## src/rtl/imem_pkg.sv

```systemverilog
// Shared constants and types for the instruction memory and its port arbiter.
package imem_pkg;

  localparam logic [31:0] START_BYTE_ADDR = 32'h00003000;
  localparam int unsigned DEPTH_WORDS     = 1024;
  localparam int unsigned IDX_W           = $clog2(DEPTH_WORDS);

  typedef enum logic {
    OWNER_FETCH = 1'b0,
    OWNER_DEBUG = 1'b1
  } owner_e;

  typedef struct packed {
    logic   valid;
    owner_e owner;
    logic   err;
    logic   we;
  } resp_tag_t;

endpackage

```

## src/rtl/imem_range_check.sv

```systemverilog
// Word address to memory index translation with a wrap-around range check.
module imem_range_check #(
  parameter logic [29:0] BASE_WORD = '0,
  parameter int unsigned IDX_W     = 10
) (
  input  logic [29:0]      addr,
  output logic [IDX_W-1:0] index,
  output logic             in_range
);

  logic [29:0] offset;

  // Addresses below the base wrap to large offsets and fail the high-bit test.
  always_comb begin
    offset   = addr - BASE_WORD;
    index    = offset[IDX_W-1:0];
    in_range = (offset[29:IDX_W] == '0);
  end

endmodule

```

## src/rtl/imem_port_arbiter.sv

```systemverilog
// Shares one synchronous-read instruction memory port between fetch and debug,
// fetch first, with debug guaranteed a win after STARVE_LIMIT consecutive losses.
module imem_port_arbiter #(
  parameter logic [31:0] START_BYTE_ADDR = imem_pkg::START_BYTE_ADDR,
  parameter int unsigned DEPTH_WORDS     = imem_pkg::DEPTH_WORDS,
  parameter int unsigned STARVE_LIMIT    = 4
) (
  input  logic                           clock,
  input  logic                           reset,
  input  logic                           f_req_valid,
  output logic                           f_req_ready,
  input  logic [29:0]                    f_addr,
  output logic                           f_resp_valid,
  output logic [31:0]                    f_resp_data,
  output logic                           f_resp_err,
  input  logic                           d_req_valid,
  output logic                           d_req_ready,
  input  logic                           d_req_we,
  input  logic [29:0]                    d_addr,
  input  logic [31:0]                    d_wdata,
  output logic                           d_resp_valid,
  output logic [31:0]                    d_resp_data,
  output logic                           d_resp_err,
  output logic                           mem_en,
  output logic                           mem_we,
  output logic [$clog2(DEPTH_WORDS)-1:0] mem_index,
  output logic [31:0]                    mem_wdata,
  input  logic [31:0]                    mem_rdata
);

  import imem_pkg::*;

  localparam int unsigned IW        = $clog2(DEPTH_WORDS);
  localparam logic [29:0] BASE_WORD = START_BYTE_ADDR[31:2];

  logic [3:0]    starve_cnt;
  resp_tag_t     tag;
  logic          grant_f;
  logic          grant_d;
  logic          granted;
  logic [29:0]   req_addr;
  logic [IW-1:0] idx;
  logic          in_range;
  logic [31:0]   resp_data;

  always_comb begin
    grant_d  = reset && d_req_valid && (!f_req_valid || starve_cnt >= 4'(STARVE_LIMIT));
    grant_f  = reset && f_req_valid && !grant_d;
    granted  = grant_f || grant_d;
    req_addr = grant_d ? d_addr : f_addr;
  end

  imem_range_check #(
    .BASE_WORD (BASE_WORD),
    .IDX_W     (IW)
  ) u_range_check (
    .addr     (req_addr),
    .index    (idx),
    .in_range (in_range)
  );

  always_comb begin
    f_req_ready = grant_f;
    d_req_ready = grant_d;
    mem_en      = granted && in_range;
    mem_we      = granted && in_range && grant_d && d_req_we;
    mem_index   = idx;
    mem_wdata   = d_wdata;
  end

  always_ff @(posedge clock or negedge reset) begin
    if (!reset) begin
      starve_cnt <= '0;
      tag        <= '0;
    end else begin
      if (!d_req_valid || grant_d) begin
        starve_cnt <= '0;
      end else if (grant_f && starve_cnt < 4'(STARVE_LIMIT)) begin
        starve_cnt <= starve_cnt + 4'd1;
      end
      tag.valid <= granted;
      tag.owner <= grant_d ? OWNER_DEBUG : OWNER_FETCH;
      tag.err   <= !in_range;
      tag.we    <= grant_d && d_req_we;
    end
  end

  // Response data is taken straight from the memory read port the cycle after the grant.
  always_comb begin
    resp_data    = (tag.err || tag.we) ? '0 : mem_rdata;
    f_resp_valid = tag.valid && (tag.owner == OWNER_FETCH);
    d_resp_valid = tag.valid && (tag.owner == OWNER_DEBUG);
    f_resp_err   = f_resp_valid && tag.err;
    d_resp_err   = d_resp_valid && tag.err;
    f_resp_data  = f_resp_valid ? resp_data : '0;
    d_resp_data  = d_resp_valid ? resp_data : '0;
  end

endmodule

```

## config.mk

```make
export PLATFORM = sky130hd
export DESIGN_NAME = imem_port_arbiter
export DESIGN_NICKNAME = d
export VERILOG_FILES = /design/src/rtl/imem_pkg.sv /design/src/rtl/imem_range_check.sv /design/src/rtl/imem_port_arbiter.sv
export SDC_FILE = /design/constraint.sdc
export NUM_CORES = 1
export LEC_CHECK = 0
export BUFFER_PORTS_ARGS = -buffer_cell sky130_fd_sc_hd__buf_2
export CORE_AREA = 2 2 93 95
export DETAILED_ROUTE_END_ITERATION = 6
export DIE_AREA = 0 0 95 97
export GPL_ROUTABILITY_DRIVEN = 0
export PLACE_DENSITY = 0.57
export SYNTH_ARGS = -nofsm -noshare
export SYNTH_HDL_FRONTEND = slang
export SYNTH_SLANG_ARGS = --single-unit
export TNS_END_PERCENT = 100
```

## constraint.sdc

```tcl
create_clock -name clock -period 2 [get_ports clock]
set_input_delay 0.4 -clock clock [delete_from_list [all_inputs] [get_ports clock]]
set_output_delay 0.4 -clock clock [all_outputs]
set_load 0.02 [all_outputs]
```

==> Word level (Yosys, flattened, before mapping) <==
Cells that the tools add are included.
{ "totals": {"out_inout_bits": 114, "register_bits": 8, "elab_cells": 40, "inputBits": 129} }
{ "classes": {"n_lt_le_gt_ge": 2, "reduce_logical": 23, "add_sub_neg": 2, "mux": 7, "n_bitwise": 1} }
{ "op_table": {"columns": ["cell", "n"], "rows": [
  ["$mux 32", 3],
  ["$mux 30", 1],
  ["$sub 30x12->30 const B", 1],
  ["$logic_not 20->1", 1],
  ["$logic_and 1x1->1", 13],
  ["$mux 4", 2],
  ["$add 4x1->4 const B", 1],
  ["$ge 4x3->1 const B", 1],
  ["$logic_not 1->1", 4],
  ["$logic_or 1x1->1", 4],
  ["$lt 4x3->1 const B", 1],
  ["$reduce_bool 2->1", 1],
  ["$mux 1", 1],
  ["$not 1->1", 1]
]} }

==> Logic depth before layout (Yosys ltp) <==
{ "depth": {"depth_word": 9, "ltp_mapped": 7, "mapped_depth_nobuf": 6} }

==> Hierarchy <==
Synthesis repeated with hierarchy kept, for this count alone.
{ "unflattened": {"hier_cells": 202, "hier_area_um2": 1741.7} }
{ "by_module_without_submodules": {"columns": ["mod", "cells_per_inst", "n_inst", "area_each_um2", "seq_area_each_um2"], "rows": [
  ["imem_port_arbiter", 171, 1, 1532.7, 200.2],
  ["imem_range_check", 31, 1, 209.0, 0.0]
]} }

==> Worst setup path after synthesis <==
No wires, ideal clock.
{ "synth_timing": {"kind": "input port to output port", "from": "input port f_req_valid", "to": "output port mem_en", "setup_slack_ps": -620, "n_path_buf": 1, "t_arrival_ps": 2220, "stages": 7, "t_required_ps": 1600, "cell_sequence": "or3b_1 > buf_2 > nand3_4 > inv_4 > o32ai_4 > mux2i_1 > nor4b_1"} }
{ "synth_between": {"elab_chain_len": 7, "elab_cells_between_ends": 11, "classes_between": "add/sub: 1; mux: 1; reduce/logical: 9"} }
{ "synth_lines": {"columns": ["element", "line_no", "text"], "rows": [
  ["start: declaration", "imem_port_arbiter.sv:10", "input logic f_req_valid,"],
  ["$logic_not 1->1", "imem_port_arbiter.sv:47", "grant_d = reset && d_req_valid && (!f_req_valid || starve_cnt >= 4'(STARVE_LIMIT));"],
  ["$logic_or 1x1->1", "imem_port_arbiter.sv:47", null],
  ["$logic_and 1x1->1", "imem_port_arbiter.sv:47", null],
  ["$mux 30 / $logic_not 1->1 (equally long branches)", "imem_port_arbiter.sv:50, imem_port_arbiter.sv:48", null],
  ["$sub 30x12->30 / $logic_and 1x1->1 (equally long branches)", "imem_range_check.sv:15, imem_port_arbiter.sv:48", null],
  ["$logic_not 20->1 / $logic_or 1x1->1 (equally long branches)", "imem_range_check.sv:17, imem_port_arbiter.sv:49", null],
  ["$logic_and 1x1->1 *", "imem_port_arbiter.sv:65", "mem_en = granted && in_range;"],
  ["end: declaration", "imem_port_arbiter.sv:24", "output logic mem_en,"]
]} }
Every way passes the cells marked *; elsewhere a longest branch is shown, timed or not.

==> Final worst setup path <==
{ "layout_timing": {"from": "register starve_cnt[2]", "to": "output port mem_we"} }
{ "layout_between": {"elab_chain_len": 9, "elab_cells_between_ends": 12, "classes_between": "add/sub: 1; order compare: 1; mux: 1; reduce/logical: 9"} }
{ "layout_lines": {"columns": ["element", "line_no", "text"], "rows": [
  ["start: declaration", "imem_port_arbiter.sv:36", "logic [3:0] starve_cnt;"],
  ["start signal: assignment", "imem_port_arbiter.sv:79", "starve_cnt <= starve_cnt + 4'd1;"],
  ["$ge 4x3->1 *", "imem_port_arbiter.sv:47", null],
  ["$logic_or 1x1->1 *", "imem_port_arbiter.sv:47", null],
  ["$logic_and 1x1->1 *", "imem_port_arbiter.sv:47", null],
  ["$mux 30 / $logic_not 1->1 (equally long branches)", "imem_port_arbiter.sv:50, imem_port_arbiter.sv:48", null],
  ["$sub 30x12->30 / $logic_and 1x1->1 (equally long branches)", "imem_range_check.sv:15, imem_port_arbiter.sv:48", null],
  ["$logic_not 20->1 / $logic_or 1x1->1 (equally long branches)", "imem_range_check.sv:17, imem_port_arbiter.sv:49", null],
  ["$logic_and 1x1->1", "imem_port_arbiter.sv:66", "mem_we = granted && in_range && grant_d && d_req_we;"],
  ["$logic_and 1x1->1 * (2 in series)", "imem_port_arbiter.sv:66", null],
  ["end: declaration", "imem_port_arbiter.sv:25", "output logic mem_we,"]
]} }
Marks and branches as above.

==> results.json <==
{
  "rsz0062_at_grt": "yes",
  "path_cells": "or3b_4 > nand3_4 > inv_6 > o32ai_4 > mux2i_4 > nor4b_4 > buf_4",
  "synth_cells": 211,
  "first_pass_iters": 4,
  "antenna_found_initial": 0,
  "fin_ws_ns": -0.505,
  "yosysWarningCount": 0,
  "fin_util": 0.324,
  "fmax_ghz": 0.399,
  "slew_headroom": 0.673,
  "dpl.hpwl_mm": 4.79,
  "design_area_um2": 2630,
  "yosysSeqAreaShare": 0.142,
  "dp_cells": 472,
  "r2r_slack_ns": 0.04,
  "ir_drop_v": 0.000137,
  "layout_commonest_cell": "buf_2",
  "syn_avg_cell_area_um2": 6.67,
  "pwr_density_cell_nw_per_um2": 249,
  "reg2reg_to": "tag[1]",
  "ctsHoldBuffers": 0,
  "die_w_um": 95,
  "grt_pass1_wl_mm": 7.96,
  "synth_area_leader_cell": "and2_1",
  "fin_crit_ns": 2.51,
  "cap_viol_max_count": 0,
  "p_leak_nw": 1.54,
  "worstMarginPinSlew_ns": 0.491,
  "r2r_start": "starve_cnt[2]",
  "finalCritPeriodShare": 1.25,
  "crit_path_start_kind": "flip-flop",
  "violations": "negative setup slack",
  "grt_util_all_layers": 0.105,
  "clkTransAtPathRegs_ns": 0.04,
  "via_per_inst": 3.97,
  "critPathKind": "flip-flop to primary output",
  "drt-initial-drc-count": 36,
  "overflow": 0,
  "routed_wl_mm": 5.45,
  "setup_viol": 13,
  "clkLatencyLatePin_ns": 0.22,
  "synth_area_leaders": "and2_1, buf_4, dfrtp_1",
  "syn2layout_area_growth_pct": 87.2,
  "hold_viol_final": 0,
  "finalMaxSlewViolations": 0,
  "num_rows": 33,
  "die_area_um2": 9220,
  "core_area_um2": 8130,
  "clockRootBuffer": "clkbuf_8",
  "ctsLongestPathBuffers": 2,
  "hold_path_class": "input port to asynchronous set/reset pin",
  "io_pins": 243,
  "cp_max_fo": 5,
  "syn-cell-area_um2": 1410,
  "cts_inserted_buffers": 3,
  "synth_nets": 341,
  "vias": 1906,
  "ys_ff_latch": 8,
  "fin_skew_ns": 0.00189,
  "ant_nets": 0,
  "crit_required_ns": 1.60,
  "crit_path_max_incr_delay_ns": 0.42,
  "outcome": "finished, violations left",
  "layout_common_cells": "buf_2, and2_1, nand2_1",
  "die_y_um": 97,
  "crit_path_end_kind": "primary output",
  "drt-wirelength-per-cell_um": 11.4,
  "start_util": 0.173,
  "synth.distinct_cells": 28,
  "post_dp_cell_area_um2": 2390,
  "crit_start": "starve_cnt[2]",
  "hold_ws_ns": 0.253,
  "htreeDepth": 1,
  "crit_slowest_cell": "or3b_4",
  "portBuffers": 178,
  "first_global_vias": 1801,
  "drc": 0,
  "drive_gt1_frac": 0.605,
  "antennaDiodeCount": 0,
  "critPathArrivalTime_ns": 2.11,
  "final_cells": 480,
  "grt_max_degree": 33,
  "cts.sinks": 8,
  "worst_r2r_path_depth": 6,
  "setup_tns_ns": -4.04,
  "cts_tree": "built",
  "nFillCells": 872,
  "num-nets-final": 507,
  "synth_top_area_frac": 0.298
}
cell type report:
| class | instances | area [µm²] | share of cell area |
|---|---|---|---|
| Multi-Input combinational cell | 158 | 1030 | 0.392 |
| Timing Repair Buffer | 203 | 1210 | 0.461 |
| Tap cell | 105 | 131 | 0.0499 |
| Clock buffer | 3 | 41.3 | 0.0157 |
| Sequential cell | 8 | 200 | 0.0760 |
| Inverter | 3 | 16.3 | 0.00618 |
critical path, delay by kind of cell, from the launching register on:
kind | cells | cell delay (ns)
AND/OR/NAND/NOR | 3 | 0.61
flip-flops | 1 | 0.38
multiplexers | 1 | 0.36
AO/OA/AOI/OAI | 1 | 0.29
buffers and inverters | 2 | 0.23
stage by stage:
stage | total power, W | setup WS, ns
after floorplan | 0.000360 | -0.224
final | 0.000655 | -0.505
after CTS | 0.000661 | -0.508
after global placement | 0.000420 | -0.420
after global routing | 0.000699 | -0.588
after detailed placement | 0.000424 | -0.457
Yosys cell counts:
library cell  number
nor4_1             4
and3_1             2
clkbuf_1           8
or3_1              1
nor3_1             7
or4_1              1
or3b_1             1
nor2b_1            1
nand3_4            1
buf_2              1
nor3b_1            3
dfrtp_1            8
nor2_1            13
inv_1              2
buf_4             32
nand2_1           39
a21oi_1            4
nor4b_1            4
o32ai_4            1
ha_1               1
nand3_1            3
mux2_2             1
mux2i_1            2
inv_4              1
buf_1              1
a211oi_1           1
and2_1            67
nand4b_1           1
cells by family after synthesis:
| logic type | synth area share |
|---|---|
| flip-flops | 0.142 |
| buffers and inverters | 0.208 |
| AO/OA/AOI/OAI | 0.0392 |
| AND/OR/NAND/NOR | 0.579 |
| adder cells (fa/ha/maj) | 0.00890 |
| multiplexers | 0.0222 |
repair_timing:
item | 4_1_cts | 5_1_grt
setup buffers | 5 | 0
pin swaps | 4 | 0
cloned | 1 | 0
resized for setup | 32 | 10
setup endpoints to repair | 12 | 15
report_power, final:
part	internal (W)	switching [W]	leakage (nW)	total, W
combinational	0.000163	0.000133	1.42	0.000296
clock	0.000130	0.0000590	0.0216	0.000189
sequential	0.000167	0.00000297	0.103	0.000170
total	0.000460	0.000195	1.54	0.000655
registers in the layout, indices dropped and copies added, names as in the netlist:
name / cells
starve_cnt: 4
tag: 4
worst max-delay path by stage:
stage                     depth (start not counted)      to  slack [ns]
after floorplan                                   7  mem_en       -0.22
after global placement                            6  mem_we       -0.42
after detailed placement                          8  mem_we       -0.46
after CTS                                         7  mem_we       -0.51
after global routing                              7  mem_we       -0.59
final                                             7  mem_we       -0.51
routing by layer:
| metal | track usage | up-vias | part of all wire | wire, µm |
|---|---|---|---|---|
| met5 | 0 | - | 0 | 0 |
| met4 | 0.0134 | 0 | 0 | 0 |
| met3 | 0.0210 | 0 | 0.095 | 519 |
| li1 | - | 975 | - | - |
| met1 | 0.116 | 806 | 0.40 | 2160 |
| met2 | 0.206 | 125 | 0.51 | 2770 |
No activity file was read; power rests on OpenSTA's default activity.
